**config.mk**
```make
export PLATFORM = sky130hd
export DESIGN_NAME = eq_coeff_ctrl
export DESIGN_NICKNAME = d
export VERILOG_FILES = /design/src/rtl/eq_coeff_ctrl.sv
export SDC_FILE = /design/constraint.sdc
export NUM_CORES = 1
export LEC_CHECK = 0
export ABC_AREA = 1
export ABC_CLOCK_PERIOD_IN_PS = 1900
export CORE_MARGIN = 2
export CORE_UTILIZATION = 40
export DETAILED_ROUTE_END_ITERATION = 12
export GPL_TIMING_DRIVEN = 0
export PLACE_DENSITY_LB_ADDON = 0.2
export SKIP_LAST_GASP = 1
export SLEW_MARGIN = 20
export SYNTH_ARGS = -nofsm -noshare
export SYNTH_HDL_FRONTEND = slang
export SYNTH_SLANG_ARGS = --single-unit
```
**constraint.sdc**
```tcl
create_clock -name OPB_Clk -period 1.9 [get_ports OPB_Clk]
set_input_delay 0.38 -clock OPB_Clk [delete_from_list [all_inputs] [get_ports OPB_Clk]]
set_output_delay 0.38 -clock OPB_Clk [all_outputs]
set_load 0.02 [all_outputs]
```
**src/rtl/eq_coeff_ctrl.sv**
```systemverilog
// OPB slave that streams per-channel EQ gain coefficients into the inactive bank
// of a double-buffered coefficient RAM and swaps banks on the next datapath sync.
module eq_coeff_ctrl #(
  parameter int C_OPB_AWIDTH = 32,
  parameter int C_OPB_DWIDTH = 32,
  parameter logic [C_OPB_AWIDTH-1:0] C_BASEADDR = 32'h01000A00,
  parameter logic [C_OPB_AWIDTH-1:0] C_HIGHADDR = 32'h01000AFF,
  parameter int N_CHAN_BITS = 10,
  parameter int COEF_WIDTH = 16
) (
  input  logic                        OPB_Clk,
  input  logic                        OPB_Rst,
  input  logic [0:C_OPB_AWIDTH-1]     OPB_ABus,
  input  logic [0:C_OPB_DWIDTH/8-1]   OPB_BE,
  input  logic [0:C_OPB_DWIDTH-1]     OPB_DBus,
  input  logic                        OPB_RNW,
  input  logic                        OPB_select,
  input  logic                        OPB_seqAddr,
  output logic [0:C_OPB_DWIDTH-1]     Sl_DBus,
  output logic                        Sl_xferAck,
  output logic                        Sl_errAck,
  output logic                        Sl_retry,
  output logic                        Sl_toutSup,
  input  logic                        sync_in,
  output logic                        coef_we,
  output logic [N_CHAN_BITS-1:0]      coef_addr,
  output logic [COEF_WIDTH-1:0]       coef_data,
  output logic                        coef_wbank,
  output logic                        active_bank,
  output logic                        bank_swap
);

  localparam int DW = C_OPB_DWIDTH;
  localparam int AW = C_OPB_AWIDTH;

  localparam logic [7:0] OFF_CTRL   = 8'h00;
  localparam logic [7:0] OFF_DATA   = 8'h04;
  localparam logic [7:0] OFF_STATUS = 8'h08;

  typedef enum logic {S_IDLE, S_ACK} state_t;

  // Little-endian views of the OPB buses; the [0:N] to [N-1:0] copy keeps the numeric value.
  logic [AW-1:0] addr_v;
  logic [DW-1:0] wdata_v;
  logic [AW-1:0] addr_off;
  logic [7:0]    offset;
  logic          in_range;

  assign addr_v   = OPB_ABus;
  assign wdata_v  = OPB_DBus;
  assign addr_off = addr_v - C_BASEADDR;
  assign offset   = addr_off[7:0];
  assign in_range = (addr_v >= C_BASEADDR) && (addr_v <= C_HIGHADDR);

  // ---------------------------------------------------------------------------
  // Slave handshake FSM
  // ---------------------------------------------------------------------------
  state_t state_reg, state_next;
  logic   start;

  always_ff @(posedge OPB_Clk) begin
    if (OPB_Rst) begin
      state_reg <= S_IDLE;
    end else begin
      state_reg <= state_next;
    end
  end

  always_comb begin
    state_next = state_reg;
    start      = 1'b0;
    case (state_reg)
      S_IDLE: begin
        if (OPB_select && in_range) begin
          state_next = S_ACK;
          start      = 1'b1;
        end
      end
      S_ACK: begin
        state_next = S_IDLE;
      end
      default: begin
        state_next = S_IDLE;
      end
    endcase
  end

  // ---------------------------------------------------------------------------
  // Register file and coefficient sequencing
  // ---------------------------------------------------------------------------
  logic                   wr_ctrl, wr_data, swap;
  logic [N_CHAN_BITS-1:0] ptr_reg, ptr_next;
  logic                   pending_reg, pending_next;
  logic                   overrun_reg, overrun_next;
  logic                   active_bank_reg, active_bank_next;
  logic                   bank_swap_reg, bank_swap_next;
  logic                   coef_we_reg, coef_we_next;
  logic [N_CHAN_BITS-1:0] coef_addr_reg, coef_addr_next;
  logic [COEF_WIDTH-1:0]  coef_data_reg, coef_data_next;
  logic [DW-1:0]          dbus_reg, dbus_next;
  logic [DW-1:0]          status_word, rd_value;

  assign wr_ctrl = start && !OPB_RNW && (offset == OFF_CTRL);
  assign wr_data = start && !OPB_RNW && (offset == OFF_DATA);
  // Only a commit from an earlier cycle may arm the swap.
  assign swap    = sync_in && pending_reg;

  always_comb begin
    ptr_next         = ptr_reg;
    pending_next     = pending_reg;
    overrun_next     = overrun_reg;
    active_bank_next = active_bank_reg;
    bank_swap_next   = 1'b0;
    coef_we_next     = 1'b0;
    coef_addr_next   = coef_addr_reg;
    coef_data_next   = coef_data_reg;

    if (wr_ctrl) begin
      if (wdata_v[DW-3]) begin
        overrun_next = 1'b0;
      end
      if (wdata_v[DW-1]) begin
        ptr_next = '0;
      end
    end

    // Writing into a bank that is about to go live would corrupt it, so refuse and flag.
    if (wr_data) begin
      if (pending_reg) begin
        overrun_next = 1'b1;
      end else begin
        coef_we_next   = 1'b1;
        coef_addr_next = ptr_reg;
        coef_data_next = wdata_v[COEF_WIDTH-1:0];
        ptr_next       = ptr_reg + 1'b1;
      end
    end

    if (swap) begin
      active_bank_next = ~active_bank_reg;
      bank_swap_next   = 1'b1;
      pending_next     = 1'b0;
      ptr_next         = '0;
    end

    // A fresh commit re-arms even if a swap fires in the same cycle.
    if (wr_ctrl && wdata_v[DW-2]) begin
      pending_next = 1'b1;
    end
  end

  always_comb begin
    status_word          = '0;
    status_word[DW-1:DW-16] = 16'(ptr_reg);
    status_word[2:0]     = {overrun_reg, active_bank_reg, pending_reg};
  end

  always_comb begin
    rd_value = '0;
    case (offset)
      OFF_CTRL, OFF_STATUS: rd_value = status_word;
      OFF_DATA:             rd_value[COEF_WIDTH-1:0] = coef_data_reg;
      default:              rd_value = '0;
    endcase
  end

  // Read data is captured at the start edge so the bus is only non-zero during the ack cycle.
  assign dbus_next = (start && OPB_RNW) ? rd_value : '0;

  always_ff @(posedge OPB_Clk) begin
    if (OPB_Rst) begin
      ptr_reg         <= '0;
      pending_reg     <= 1'b0;
      overrun_reg     <= 1'b0;
      active_bank_reg <= 1'b0;
      bank_swap_reg   <= 1'b0;
      coef_we_reg     <= 1'b0;
      coef_addr_reg   <= '0;
      coef_data_reg   <= '0;
      dbus_reg        <= '0;
    end else begin
      ptr_reg         <= ptr_next;
      pending_reg     <= pending_next;
      overrun_reg     <= overrun_next;
      active_bank_reg <= active_bank_next;
      bank_swap_reg   <= bank_swap_next;
      coef_we_reg     <= coef_we_next;
      coef_addr_reg   <= coef_addr_next;
      coef_data_reg   <= coef_data_next;
      dbus_reg        <= dbus_next;
    end
  end

  assign Sl_DBus     = dbus_reg;
  assign Sl_xferAck  = (state_reg == S_ACK);
  assign Sl_errAck   = 1'b0;
  assign Sl_retry    = 1'b0;
  assign Sl_toutSup  = 1'b0;
  assign coef_we     = coef_we_reg;
  assign coef_addr   = coef_addr_reg;
  assign coef_data   = coef_data_reg;
  assign active_bank = active_bank_reg;
  assign coef_wbank  = ~active_bank_reg;
  assign bank_swap   = bank_swap_reg;

  // Byte enables, sequential-address hint and the middle data bits carry no meaning here.
  logic unused_bits;
  assign unused_bits = ^{OPB_BE, OPB_seqAddr, addr_off[AW-1:8], wdata_v[DW-4:COEF_WIDTH]};

endmodule

```
### After elaboration in Yosys (flattened, before gate mapping)

Cells that the tools add are included.

* flip-flop bits (word level): 74
* bits in latches: 0
* memory bits (writable): 0
* memory bits (read-only): 0
* output and inout port bits: 66
* memories kept: 0

* add/sub/neg operators: 2
* multipliers: 0
* divide/modulo/power cells: 0
* order comparisons: 2
* equal/unequal tests: 2
* shift-type cells: 0
* multiplexer cells: 16
* bitwise logic cells: 6
* reductions and logical operators: 17

Operators with widths (number)
* 2-to-1 mux 10 bit: 4
* greater-or-equal comparator 32 x 25 -> 1 bit, second input constant: 1
* <= comparator 32 x 25 -> 1 bit, second input constant: 1
* case mux 16 bit (2 select lines): 1
* adder 10 x 1 -> 10 bit, second input constant: 1
* 2-to-1 mux 1 bit: 10
* equality test 8 x 3 -> 1 bit, second input constant: 1
* equality test 8 x 4 -> 1 bit, second input constant: 1
* logical AND 1 bit: 8
* zero test 8 bit: 1
* OR reduction 2 bit: 4
* subtractor 8 x 1 -> 8 bit, second input constant: 1
* NOT 1 bit: 6
* OR reduction 3 bit: 1
* case mux 1 bit (2 select lines): 1
* AND reduction 2 bit: 1
* nonzero test 2 bit: 1
* zero test 1 bit: 1

### Longest topological paths before layout

Gate-level depths: netlist of run 1.

* word-level depth: 10
* gate-level depth with buffers: 12

### Worst setup path before layout of run 1

No wires, ideal clock.

* path kind: input -> register
* start point: in OPB_ABus[5] (netlist bit)
* end point: reg coef_addr_reg[9] (netlist: coef_addr[9])
* library setup time: 113 ps
* arrival: 1423 ps
* setup slack: 364 ps
* stages: 12
* path buffers: 2
* cell sequence: inv_1 > nand2_1 > nor2_1 > nand2_1 > nor2_1 > nand3_2 > nor2_4 > nand3_2 > buf_6 > buf_6 > o21ai_1 > nor2_1

* longest elaborated chain between the ends: 8
* elaborated cells on any way between the ends: 9

RTL lines
* start, declared: RTL line 13 `input logic [0:C_OPB_AWIDTH-1] OPB_ABus,`
* greater-or-equal comparator 32 x 25 -> 1 bit / <= comparator 32 x 25 -> 1 bit (equally long branches): RTL line 53 `assign in_range = (addr_v >= C_BASEADDR) && (addr_v <= C_HIGHADDR);`
* logical AND 1 bit (*): RTL line 53
* logical AND 1 bit (*): RTL line 74 `if (OPB_select && in_range) begin`
* 2-to-1 mux 1 bit (*): RTL line 74
* 2-to-1 mux 1 bit (*): RTL line 72 `case (state_reg)`
* logical AND 1 bit (*) (2 in series): RTL line 104 `assign wr_data = start && !OPB_RNW && (offset == OFF_DATA);`
* AND reduction 2 bit (no line) (*)
* end signal, assigned: RTL line 188 `coef_addr_reg <= coef_addr_next;`
* end, declared: RTL line 98 `logic [N_CHAN_BITS-1:0] coef_addr_reg, coef_addr_next;`

Every way passes the cells marked *; elsewhere a longest branch is shown, timed or not.
A chain may end at the register's enable or synchronous reset.

### Final worst setup path of run 1

* start point: in OPB_select
* end point: reg coef_addr_reg[3] (netlist: coef_addr[3])

* longest elaborated chain between the ends: 6

RTL lines
* start, declared: RTL line 17 `input logic OPB_select,`
* logical AND 1 bit: RTL line 74
* 2-to-1 mux 1 bit: RTL line 74
* 2-to-1 mux 1 bit: RTL line 72
* logical AND 1 bit (2 in series): RTL line 104
* AND reduction 2 bit (no line)

Every way passes these cells.

==> results of run 1 <==
[final timing paths]
check,from,endpoint,slack (ps),cells after the start
worst max-delay path,OPB_select,coef_addr[3],100,12
worst min-delay path,OPB_Rst,Sl_xferAck,380,2
worst min register to register,coef_data[9],Sl_DBus[22],440,2
worst max register to register,Sl_xferAck,coef_addr[3],350,10
[area by class of cell]
cell class | instances | area share
repair buffers | 119 | 0.269
clock buffers | 10 | 0.0285
multi-input cells | 254 | 0.275
well taps | 96 | 0.0268
flip-flops and latches | 68 | 0.304
inverters | 49 | 0.0410
clock inverters | 5 | 0.0173
plain buffers | 21 | 0.0383
[repair_timing]
action	CTS	global route
endpoints found under the setup margin	0	51
resized for setup	0	52
buffers inserted	0	6
[worst reg2reg max path, cell delays in order (launching register included)]
cell	delay, ps
dfxtp_1	330
nor2_2	130
nand3_2	80
nor2_2	100
nand3_2	80
nor2_4	140
nand3_2	110
buf_8	150
buf_6	140
o21ai_1	130
nor2_1	50
[cell families after synthesis]
kind of cell	count (synthesis)
and+or+nand+nor	197
buffers and inverters	70
DFF	68
AOI/OAI and AO/OA	41
xor gates and xnor gates	6
adders and majority gates	1
other	1
[synthesized netlist by cell type, drive strengths merged]
library cell,n
nor2,118
dfxtp,68
inv,48
nand2,46
o21ai,29
nand3,26
buf,17
a21oi,12
xor2,6
clkbuf,4
nand4,2
nor3,2
and2,1
clkinv,1
conb,1
ha,1
nor3b,1
or2,1
[per-stage QoR]
stage / instance area (um2) / setup TNS, ps / power, mW
2_1_floorplan: 2840 / 0 / 1.54
3_3_place_gp: 4070 / -13340 / 1.67
4_1_cts: 4270 / 0 / 2.90
6_report: 4480 / 0 / 2.89
5_1_grt: 4480 / -196 / 2.99
3_5_place_dp: 4070 / -14610 / 1.67
[per-layer routing]
layer | routed length, um | vias up | global-route usage
li1 | - | 1433 | -
met1 | 3020 | 1179 | 0.214
met2 | 3160 | 95 | 0.284
met3 | 476 | 11 | 0.0584
met4 | 122 | 0 | 0.0727
met5 | 0 | - | 0
[power by group]
group / switching [mW] / leakage [nW] / total [mW] / internal (mW)
registers: 0.000000000139 / 0.547 / 1.42 / 1.42
clock network: 0.515 / 0.102 / 1.24 / 0.727
logic: 0.0915 / 1.13 / 0.223 / 0.131
==> key figures, run 1 <==
Timing
  • Minimum hold slack: 379 ps
  • Final worst path period need: 1800 ps
  • Final hold vios: 0
  • Fin crit share: 0.948
  • Worst-Margin Slew: 538 ps
  • Final setup violation count: 0
  • Max Slew Vio Count: 0
  • Max Fclk: 0.555 GHz
  • Max-slew headroom: 0.641
  • Final setup margin: 98.6 ps
  • Skew final: 7.08 ps

Logic synthesis
  • Flops & latches, synth: 68
  • Seq/Total Area, Yosys: 0.485
  • Post-Syn Area: 0.00281 mm2
  • Synth area leaders: dfxtp_1 (48%), nor2_1 (15%), inv_1 (6.0%), nand2_1 (6.0%), nand3_1 (4.1%)
  • Post-synth top area share: 0.485
  • Xor/xnor cell area share of the yosys netlist: 0.0187
  • Largest family of logic cells by synthesized area: simple AND/OR/NAND/NOR gates
  • Count of different cell masters after synthesis: 26
  • Post-synthesis cell count: 384
  • Ys Warns: 0
  • Synth Area in Compound Gates: 0.0731
  • Synth Area per Inst: 7.31 um2
  • Yosys top cell by area: dfxtp_1
  • Simple-Gate Fraction of Synth Area: 0.299
  • Adder-cell share of the synthesized area: 0.00446
  • Mux share of post-synthesis cell area: 0

Global routing
  • Antenna violations before repair: 0
  • Largest net degree at the start of global routing: 12
  • Vias in the first global route: 2352
  • Grt total ovfl: 0
  • Total GRT Usage: 0.175
  • Global-route wire length before repair: 10.5 mm

Setup path
  • Worst-path cell with the longest stage delay: clkdlybuf4s50_1
  • Delay-heaviest family, CP: simple AND/OR/NAND/NOR gates
  • Worst path arrival time: 2030 ps
  • Crit path top cell by count: nand3_2
  • Worst Path Buf+Inv: 3
  • Worst setup EP type: flip-flop
  • Critical Path RT: 2130 ps
  • Setup Crit Path Kind: input pin to flip-flop
  • Crit path cell chain: clkdlybuf4s50_1 > nand2_1 > nor2_2 > nand3_2 > nor2_2 > nand3_2 > nor2_4 > nand3_2 > buf_8 > buf_6 > o21ai_1 > nor2_1
  • Largest stage delay, worst path: 450 ps
  • Setup crit start kind: input pin
  • Crit-path max FO: 10

Place
  • Placed cells: 599
  • Buffers on Ports: 111
  • Detailed placement HPWL: 5.13 mm
  • DP Worst Slack: -311 ps
  • GP Congestion: 0.856

Floorplan
  • Die Footprint: 0.00771 mm2
  • Initial Utilization: 0.413
  • I/O pin cnt: 140
  • Chip Height: 87.8 um
  • Core Rows: 30
  • Core Footprint: 0.00679 mm2
  • Die width: 87.8 um

Detailed routing
  • WL final: 6.78 mm
  • 1st-pass router iterations: 4
  • # DRC: 0
  • Overall via count from detail_route: 2718
  • Avg WL per Cell: 10.9 um
  • Via/cell ratio: 4.37
  • Drt initial violations: 155
  • Routed Antenna Nets: 0

Finish
  • Area taken by multi-input logic gates: 0.00123 mm2
  • Final core occ: 0.659
  • Share of layout cells above drive strength 1: 0.150
  • Area grow syn2layout: 59.6%
  • Layout net count: 597
  • Filler cell count: 580
  • Sequential cell area: 0.00136 mm2
  • Commonest non-fill, non-tap cells in the layout: nor2_1 (105), clkdlybuf4s50_1 (98), dfxtp_1 (68)
  • Diodes inserted: 0
  • Most common cell after layout, fill and taps aside: nor2_1
  • Fin cells: 622
  • Max reg flops: 26

Clock tree
  • CTS tree: yes
  • H-Tree Depth: 3
  • Number of CTS-inserted buffers: 9
  • Hold Buf Count CTS: 0
  • Clock Sinks: 68
  • Worst skew pair latency: 330 ps
  • Clock-pin slew on the worst setup and hold paths: 70 ps
  • CTS root buffer: clkbuf_8
  • Max Root-Sink Buffers: 2

Power
  • Power per cell area: 645 mW/mm2
  • Maximum VDD drop: 0.387 mV
  • Pleak: 1.78 nW

Status
  • Outcome: completed

Worst hold path
  • Worst min path class: input pin to flip-flop

Run
  • Max-Cap Viols: 0
No activity file was read; power rests on OpenSTA's default activity.
==> inputs of run 2 (changes only) <==
- TNS_END_PERCENT: default -> 30
==> results of run 2 <==
Final layout, timing and power as in run 1 (identical DEF).
==> inputs of run 3 (changes only) <==
- GPL_TIMING_DRIVEN: 0 -> default
==> run 3 against run 2 <==
Against the previous run: clock power grew 4%; sequential cell count unchanged; count of clock-buffer cells in the layout up 2; critical path depth shrank 2; routed wire length grew 9.9%; final area grew 0.75%; largest cell class unchanged; highest routed layer unchanged; die area stayed put; critical path type unchanged; non-clock buffer count is 5 lower; first-iteration DRC count fell by 17%; sequential power about the same.
==> key figures, run 3 (same netlist as run 1, synthesis figures left out) <==
Timing
  • Skew final: 5.71 ps
  • Fin crit share: 0.980
  • RSZ-0062 raised after global routing: true
  • Final hold vios: 0
  • Max Fclk: 0.537 GHz
  • Final worst path period need: 1860 ps
  • Final setup violation count: 0
  • Minimum hold slack: 442 ps
  • Max Slew Vio Count: 0

Clock tree
  • Clock Sinks: 68
  • H-Tree Depth: 3
  • Max Root-Sink Buffers: 2
  • Worst skew pair latency: 340 ps
  • Clock-pin slew on the worst setup and hold paths: 70 ps
  • CTS root buffer: clkbuf_8
  • CTS tree: yes
  • Number of CTS-inserted buffers: 9

Place
  • GP Congestion: 0.844
  • Detailed placement HPWL: 5.16 mm
  • Buffers on Ports: 112

Global routing
  • Global-route wire length before repair: 11.1 mm
  • Largest net degree at the start of global routing: 32
  • Vias in the first global route: 2512
  • Total GRT Usage: 0.185
  • Antenna violations before repair: 0
  • Grt total ovfl: 0

Run
  • Max-Cap Viols: 0

Floorplan
  • Die Footprint: 0.00771 mm2
  • Core Footprint: 0.00679 mm2
  • Core Rows: 30
  • Die width: 87.8 um
  • Chip Height: 87.8 um
  • Initial Utilization: 0.413
  • I/O pin cnt: 140

Setup path
  • Worst setup EP type: flip-flop
  • Critical Path RT: 2170 ps
  • Crit-path max FO: 8
  • Setup crit start kind: input pin
  • Worst path arrival time: 2130 ps
  • Setup Crit Path Kind: input pin to flip-flop

Detailed routing
  • # DRC: 0
  • Via/cell ratio: 4.49
  • Drt initial violations: 128
  • Overall via count from detail_route: 2773
  • Routed Antenna Nets: 0
  • Avg WL per Cell: 12.1 um
  • WL final: 7.46 mm
  • 1st-pass router iterations: 4

Status
  • Outcome: completed

Finish
  • Most common cell after layout, fill and taps aside: nor2_1
  • Area grow syn2layout: 60.8%
  • Share of layout cells above drive strength 1: 0.134
  • Layout net count: 592
  • Commonest non-fill, non-tap cells in the layout: nor2_1 (106), clkdlybuf4s50_1 (92), dfxtp_1 (68)
  • Max reg flops: 26
  • Final core occ: 0.664
  • Diodes inserted: 0

Power
  • Overall power: 2.93 mW
  • Maximum VDD drop: 0.348 mV
  • Power per cell area: 649 mW/mm2
  • Pleak: 1.84 nW

Worst hold path
  • Worst min path class: flip-flop to flip-flop
==> run 3: changes by cell type in the layout (fill, tap and decap cells not counted), sizes merged <==
cell and delta:
buf -5, dlymetal6s2s +7, clkdlybuf4s50 -6, clkbuf +1, clkinv -1
==> run 3: metal layers <==
metal	track usage	wire (um)
met1	0.213	3150
met2	0.321	3750
met3	0.0537	481
met4	0.0741	73
met5	0	0
==> run 3: worst max-delay path: stages <==
cell and delay [ps]:
clkdlybuf4s50_1 470, nand2_1 70, nor2_1 120, nand3_2 100, nor2_2 90, nand4_1 190
nor2_4 310, clkbuf_16 210, nor2_1 50, nor2_1 110
==> run 3: cell type report <==
| class | instances | area [um2] |
|---|---|---|
| fillers | 594 | 2280 |
| repair buffers | 135 | 1420 |
| flip-flops and latches | 68 | 1360 |
| multi-input cells | 254 | 1210 |
| inverters | 49 | 184 |
| clock buffers | 12 | 145 |
| well taps | 96 | 120 |
| clock inverters | 4 | 72.6 |
==> run 3: worst paths after layout <==
path	depth (start not counted)	start	slack (ps)	end
worst min register to register	2	coef_data[12]	440	Sl_DBus[19]
worst max register to register	8	Sl_xferAck	310	coef_data[11]
worst min-delay path	2	coef_data[12]	440	Sl_DBus[19]
worst max-delay path	10	OPB_ABus[20]	40	coef_data[11]
==> run 3: repair_timing <==
action	in CTS	in global routing
resized for setup	0	43
endpoints found under the hold margin	0	0
hold buffers	0	0
endpoints found under the setup margin	0	47
buffers inserted	0	2
==> run 3: per-stage QoR <==
step	std cells	worst slack [ps]	setup TNS, ps	area, um2
3_3_place_gp	597	-201	-10090	4100
5_1_grt	618	-35.8	-254	4510
3_5_place_dp	597	-276	-11610	4100
4_1_cts	613	88.0	0	4320
2_1_floorplan	392	364	0	2840
6_report	618	38.6	0	4510
==> run 3: where the power goes <==
part | switching [mW] | internal (mW)
sequential | 0.000000000142 | 1.42
combinational | 0.0899 | 0.124
clock | 0.518 | 0.774
